`config.mk`:
```
export PLATFORM = sky130hd
export DESIGN_NAME = mips32_regfile_sb
export DESIGN_NICKNAME = d
export VERILOG_FILES = /design/src/rtl/mips32_pkg.sv /design/src/rtl/mips32_sb_counter.sv /design/src/rtl/mips32_regfile_sb.sv
export SDC_FILE = /design/constraint.sdc
export NUM_CORES = 2
export LEC_CHECK = 0
export CELL_PAD_IN_SITES_DETAIL_PLACEMENT = 1
export CELL_PAD_IN_SITES_GLOBAL_PLACEMENT = 1
export CORE_ASPECT_RATIO = 2
export CORE_MARGIN = 2
export CORE_UTILIZATION = 54
export CTS_CLUSTER_SIZE = 25
export DETAILED_ROUTE_END_ITERATION = 10
export PLACE_DENSITY = 0.82
export SETUP_SLACK_MARGIN = 0.1
export SLEW_MARGIN = 0
export SYNTH_ARGS = -nofsm -noshare
export SYNTH_HDL_FRONTEND = slang
export SYNTH_HIERARCHICAL = 1
export SYNTH_SLANG_ARGS = --single-unit
```
`constraint.sdc`:
```
create_clock -name clk -period 7.25 [get_ports clk]
set_input_delay 1.8125 -clock clk [delete_from_list [all_inputs] [get_ports clk]]
set_output_delay 1.8125 -clock clk [all_outputs]
set_load 0.05 [all_outputs]
```
`src/rtl/mips32_pkg.sv`:
```
// Shared constants and helpers for the MIPS32 register file / scoreboard.
package mips32_pkg;

    localparam int DEF_WIDTH = 32;
    localparam int DEF_NREGS = 32;
    // Pending counters hold 0..7, so three bits cover every legal MAXPEND.
    localparam int CNT_W     = 3;

    // Address width for a register file of n entries (never less than 1 bit).
    function automatic int addr_width(input int n);
        return (n <= 1) ? 1 : $clog2(n);
    endfunction

endpackage

```
`src/rtl/mips32_sb_counter.sv`:
```
// Per-register saturating up/down pending-claim counter.
module mips32_sb_counter
    import mips32_pkg::*;
#(
    parameter int MAXPEND = 3
) (
    input  logic             clk,
    input  logic             rst_n,
    input  logic             inc,
    input  logic             dec,
    output logic [CNT_W-1:0] count
);

    logic [CNT_W-1:0] count_reg;

    // Count up on a claim, down on a writeback; simultaneous events cancel
    // and the value clamps at both ends instead of wrapping.
    always_ff @(posedge clk or negedge rst_n) begin
        if (!rst_n) begin
            count_reg <= '0;
        end else if (inc && !dec && count_reg != CNT_W'(MAXPEND)) begin
            count_reg <= count_reg + 1'b1;
        end else if (dec && !inc && count_reg != '0) begin
            count_reg <= count_reg - 1'b1;
        end
    end

    assign count = count_reg;

endmodule

```
`src/rtl/mips32_regfile_sb.sv`:
```
// MIPS32 register file with combinational write-through reads and a
// per-register pending-claim scoreboard for the issue stage.
module mips32_regfile_sb
    import mips32_pkg::*;
#(
    parameter int WIDTH   = DEF_WIDTH,
    parameter int NREGS   = DEF_NREGS,
    parameter int NRD     = 2,
    parameter int ZERO_R0 = 1,
    parameter int MAXPEND = 3,
    localparam int AW     = addr_width(NREGS)
) (
    input  logic               clk,
    input  logic               rst_n,
    input  logic [NRD*AW-1:0]  rd_addr,
    output logic [NRD*WIDTH-1:0] rd_data,
    output logic [NRD-1:0]     rd_busy,
    input  logic               claim_valid,
    input  logic [AW-1:0]      claim_addr,
    output logic               claim_ok,
    input  logic               wr_en,
    input  logic [AW-1:0]      wr_addr,
    input  logic [WIDTH-1:0]   wr_data,
    output logic               err
);

    logic [WIDTH-1:0] mem_reg [NREGS];
    logic [CNT_W-1:0] cnt [NREGS];
    logic             run_reg;
    logic             err_reg;
    logic             wr_eff;
    logic             claim_eff;
    logic             wr_hits_claim;

    // Operations are held off until one full edge has passed after reset
    // release, so a claim/write sitting on the bus at deassertion is dropped.
    always_ff @(posedge clk or negedge rst_n) begin
        if (!rst_n) run_reg <= 1'b0;
        else        run_reg <= 1'b1;
    end

    // Effective strobes: gated by the run flag and by the hardwired r0.
    assign wr_eff = run_reg && wr_en && !(ZERO_R0 != 0 && wr_addr == '0);
    assign wr_hits_claim = wr_eff && (wr_addr == claim_addr);
    assign claim_ok = (cnt[claim_addr] != CNT_W'(MAXPEND)) || wr_hits_claim;
    assign claim_eff = run_reg && claim_valid && claim_ok
                       && !(ZERO_R0 != 0 && claim_addr == '0);

    genvar gi;
    generate
        for (gi = 0; gi < NREGS; gi++) begin : g_reg
            logic hit_wr;
            logic hit_claim;

            assign hit_wr    = wr_eff && (wr_addr == AW'(gi));
            assign hit_claim = claim_eff && (claim_addr == AW'(gi));

            // Storage word: writeback lands one edge after the strobe.
            always_ff @(posedge clk or negedge rst_n) begin
                if (!rst_n)      mem_reg[gi] <= '0;
                else if (hit_wr) mem_reg[gi] <= wr_data;
            end

            mips32_sb_counter #(.MAXPEND(MAXPEND)) u_cnt (
                .clk   (clk),
                .rst_n (rst_n),
                .inc   (hit_claim),
                .dec   (hit_wr),
                .count (cnt[gi])
            );
        end

        for (gi = 0; gi < NRD; gi++) begin : g_rd
            logic [AW-1:0] addr;
            logic          is_zero;
            logic          bypass;

            assign addr    = rd_addr[gi*AW +: AW];
            assign is_zero = (ZERO_R0 != 0) && (addr == '0);
            assign bypass  = wr_eff && (wr_addr == addr);

            // Read mux with writeback forwarding; the last outstanding claim
            // retiring this cycle is not busy because its data is forwarded.
            always_comb begin
                rd_data[gi*WIDTH +: WIDTH] = mem_reg[addr];
                rd_busy[gi] = (cnt[addr] != '0)
                              && !((cnt[addr] == CNT_W'(1)) && bypass);
                if (bypass) rd_data[gi*WIDTH +: WIDTH] = wr_data;
                if (is_zero) begin
                    rd_data[gi*WIDTH +: WIDTH] = '0;
                    rd_busy[gi] = 1'b0;
                end
            end
        end
    endgenerate

    // Sticky error: a writeback with no outstanding claim for its register.
    always_ff @(posedge clk or negedge rst_n) begin
        if (!rst_n)                         err_reg <= 1'b0;
        else if (wr_eff && cnt[wr_addr] == '0) err_reg <= 1'b1;
    end

    assign err = err_reg;

endmodule

```
# Yosys cells after proc, flatten, opt, wreduce, memory -nomap -nowiden
# Index checks and enable logic that the tools add are counted.
# totals
reg_bits	1122
input_bits	56
out_inout_bits	68
# classes
add_sub_neg	64
magnitude_cmp	4
eq_ne	100
muxes	88
bitwise_logic	4
n_reduce_logical	345
# ops
cell	count
binary-select mux 32 bit (select 5 bit)	2
2-to-1 mux 32 bit	8
2-to-1 mux 3 bit	72
logical AND 1 bit	205
== test 5 bit, second input constant	32
nonzero test 3 bit	34
!= test 3 x 2 -> 1 bit, second input constant	33
adder 3 x 1 -> 3 bit, second input constant	32
subtractor 3 x 1 -> 3 bit, second input constant	32
== test 5 x 4 -> 1 bit, second input constant	16
logical NOT 1 bit	68
nonzero test 2 bit	32
binary-select mux 3 bit (select 5 bit)	4
== test 5 x 3 -> 1 bit, second input constant	8
greater-or-equal comparator 6 bit, second input constant	4
inverter 5 -> 6 bit	4
== test 5 x 2 -> 1 bit, second input constant	4
logical NOT 5 bit	4
== test 5 bit	3
== test 5 x 1 -> 1 bit, second input constant	2
== test 3 x 1 -> 1 bit, second input constant	2
logical NOT 3 bit	1
2-to-1 mux 1 bit	2
logical OR 1 bit	1

# Logic depth before layout (Yosys ltp)
# logic_depth
ltp_word	14
ltp_mapped	16
ltp_nobuf	12

# Hierarchy
# Netlist, hierarchy kept.
# by_module_without_submodules
module	instances	cells_each	area_per_inst_um2	seq_area_each_um2
mips32_regfile_sb	1	4173	57513.9	25674.6
mips32_sb_counter (g_reg[0].u_cnt ...)	31	29	270.3	75.1
mips32_sb_counter (g_reg[9].u_cnt)	1	29	257.7	75.1

# Worst setup path after synthesis
# OpenSTA, ideal clock, no wires.
# synth_path
path_kind	input port to output port
startpoint	in wr_addr[0]
endpoint	out rd_data[15]
t_arrival_ns	4.491
required_ns	5.438
path_slack_ns	0.946
cell_stages	8
path_buffers	3
path_cell_list	buf_2 > or4_1 > o21bai_2 > nor4_2 > nand2b_1 > buf_2 > buf_2 > o31ai_1
# synth_between
elab_chain_len	6
word_cells_on_any_way	7
# synth_lines
element	line	text
start: declaration	mips32_regfile_sb.sv:22	input logic [AW-1:0] wr_addr,
logical NOT 5 bit	mips32_regfile_sb.sv:43	assign wr_eff = run_reg && wr_en && !(ZERO_R0 != 0 && wr_addr == '0);
logical NOT 1 bit	mips32_regfile_sb.sv:43	
logical AND 1 bit	mips32_regfile_sb.sv:43	
logical AND 1 bit (*)	mips32_regfile_sb.sv:80	assign bypass = wr_eff && (wr_addr == addr);
2-to-1 mux 32 bit (*)	mips32_regfile_sb.sv:88	if (bypass) rd_data[gi*WIDTH +: WIDTH] = wr_data;
2-to-1 mux 32 bit (*)	mips32_regfile_sb.sv:89	if (is_zero) begin
end: declaration	mips32_regfile_sb.sv:16	output logic [NRD*WIDTH-1:0] rd_data,
# Every way passes the cells marked *; elsewhere a longest branch is shown, timed or not.

# Final worst setup path
# layout_path
startpoint	in wr_addr[0]
endpoint	out rd_data[49]
# Same word-level chain as after synthesis.

==> results.cfg <==
[cts]
cts_tree = done
insertion_delay_ns = 0.74
post_cts_buffers = 0
numCtsBuffers = 102
clkTransAtPathRegs_ns = 0.07
cts.path.max_buffers = 3
cts_root_buffer = clkbuf_16
htree_levels = 3
cts_resized = 0
cts.sinks = 1122
ctsHoldBuffers = 0

[global_route]
overflow = 0
antenna_found_initial = 14
grt_pass1_vias = 55056
track_usage = 0.410
grt_start_max_net_pins = 182
grt_pass1_wl_mm = 376

[pwr]
powerDensity_nw_per_um2 = 244
ir_drop_mv = 0.262
cellLeakagePower_nw = 32.2

[sta]
fmax_ghz = 0.139
period_share = 0.992
tightest_slew_ns = 1.38
max_slew_margin = 0.0747
fin_tns_setup_ns = 0
fin_crit_ns = 7.19
drv_slew = 0
setup_viol = 0
rsz0062_at_grt = false
hold_viol_final = 0
fin_skew_ns = 0.0178

[placement]
io_buffers = 123
gp_congestion = 1.02
placed_cells = 6482
place_area_um2 = 69500
hpwlAfterDp_mm = 150

[routing]
routed_wl_mm = 253
drtIter0Drc = 5324
via_count = 50243
drc = 0
wire_per_inst_um = 37.9
firstDrtPassIters = 5
viasPerCell = 7.52
ant_nets = 0

[worst_setup_path]
required_ns = 5.44
end_kind = output pin
crit_fanout = 32
path_delay_family = compound AO/OA/AOI/OAI gates
crit_path_frequent_cell = buf_4
crit_buf_inv = 3
slowest_stage = o21ai_0
cpPeakStageDelay_ns = 1.10
start_kind = input port
worst_ep_arrival_time_ns = 5.38
critPathKind = input port to output pin
cp_cell_sequence = clkdlybuf4s50_1 -> or4_1 -> o21bai_2 -> nor4_4 -> a211o_1 -> buf_4 -> o21ai_0 -> buf_4

[synthesis]
synth_area_um2 = 66100
synthFlopType = dfrtp_1
async_flop_share = 1.00
synth_area_per_cell_um2 = 13.0
synth_enable_flop_cells = 0
postSynthCellCount = 5101
synth.distinct_cells = 67
ys_seq_elements = 1122
yosysWarnings = 6
synth-seq-area-share = 0.424

[final_layout]
largest_register_ffs = 1024
fillers = 11441
layout_common_cells = dfrtp_1 (1122), mux2_2 (939), mux4_2 (589)
final_nets = 5120
syn_to_final_growth_pct = 10.6
layout.cells.non_filler = 6685
final_area_um2 = 73200
final_common_cell = dfrtp_1
final_util = 0.602
drive_gt1_frac = 0.401

[status]
status = finished clean

[floorplanning]
die_w_um = 251
die_area_um2 = 125000
rows = 181
die_h_um = 499
ioPinCount = 124
start_util = 0.544
core_area_um2 = 122000

[min_path]
hold_class = register to register

[run]
drv_cap = 0
==> per-layer routing <==
layer,track usage,share of wire
met1,0.453,0.32
met2,0.657,0.48
met5,0,0.00013
met4,0.359,0.11
met3,0.105,0.099
==> stage by stage <==
step	setup WS [ns]	hold slack, ns	power [mW]
2_1_floorplan	0.946	0.441	10.2
5_1_grt	0.132	0.419	18.4
3_3_place_gp	0.384	0.377	11.4
4_1_cts	0.278	0.400	17.8
3_5_place_dp	0.303	0.383	11.7
6_report	0.0568	0.392	17.9
==> cell families after synthesis <==
| family | synth area share |
|---|---|
| AND/OR/NAND/NOR | 0.0940 |
| other | 0.000114 |
| adder cells (fa/ha/maj) | 0.00968 |
| flip-flops | 0.424 |
| buffers and inverters | 0.0363 |
| XOR/XNOR | 0.00199 |
| multiplexers | 0.375 |
| AO/OA/AOI/OAI | 0.0587 |
==> cell usage after synthesis (21+ instances only) <==
cell / count / share of area
nor2_1: 132 / 0.0075
a311oi_1: 33 / 0.0044
and4b_1: 62 / 0.0094
a22oi_1: 33 / 0.0037
o221a_1: 31 / 0.0053
nand3b_1: 35 / 0.0040
or4_1: 35 / 0.0040
mux2i_1: 95 / 0.014
nor2b_1: 78 / 0.0074
o211ai_1: 34 / 0.0039
buf_2: 140 / 0.011
a21oi_1: 110 / 0.0083
buf_1: 37 / 0.0021
fa_1: 32 / 0.0097
o21ai_1: 32 / 0.0024
nor3_1: 94 / 0.0071
a211o_1: 22 / 0.0029
dfrtp_1: 1122 / 0.42
o31ai_1: 22 / 0.0025
o21ai_0: 90 / 0.0068
mux2_2: 939 / 0.16
buf_4: 48 / 0.0054
and3b_1: 31 / 0.0041
a221oi_1: 27 / 0.0036
or3b_2: 33 / 0.0044
or2_0: 31 / 0.0029
nand2b_1: 43 / 0.0041
clkbuf_1: 268 / 0.015
inv_1: 46 / 0.0026
o22ai_1: 25 / 0.0024
o221ai_1: 21 / 0.0028
mux4_2: 589 / 0.20
nand2_1: 537 / 0.030
nand3_1: 50 / 0.0038
o21bai_1: 33 / 0.0037
==> area by class of cell <==
class	count	area, um^2	share of cell area
Tap cell	1555	1950	0.0266
Sequential cell	1122	28100	0.384
Inverter	46	178	0.00243
Multi-Input combinational cell	3447	35900	0.491
Clock inverter	50	616	0.00841
Antenna cell	9	22.5	0.000308
Timing Repair Buffer	313	3370	0.0460
Clock buffer	143	3000	0.0410
==> final timing paths <==
kind                                     startpoint                       end  slack, ns  cells after the start
max in group asynchronous                     rst_n              mem_reg[935]       4.54                      2
hold / removal                        mem_reg[1017]             mem_reg[1017]       0.39                      0
setup / recovery                         wr_addr[0]               rd_data[49]       0.06                      8
min in group asynchronous                     rst_n  g_reg[29].u_cnt/count[2]       1.02                      1
hold reg to reg                       mem_reg[1017]             mem_reg[1017]       0.39                      0
setup reg to reg           g_reg[29].u_cnt/count[1]  g_reg[29].u_cnt/count[1]       2.71                     13
==> where the power goes <==
part	switching (mW)	internal [mW]
Clock	2.69	3.33
Combinational	1.93	1.93
Sequential	0.935	7.04
Total	5.56	12.3
No activity file was read; power rests on OpenSTA's default activity.
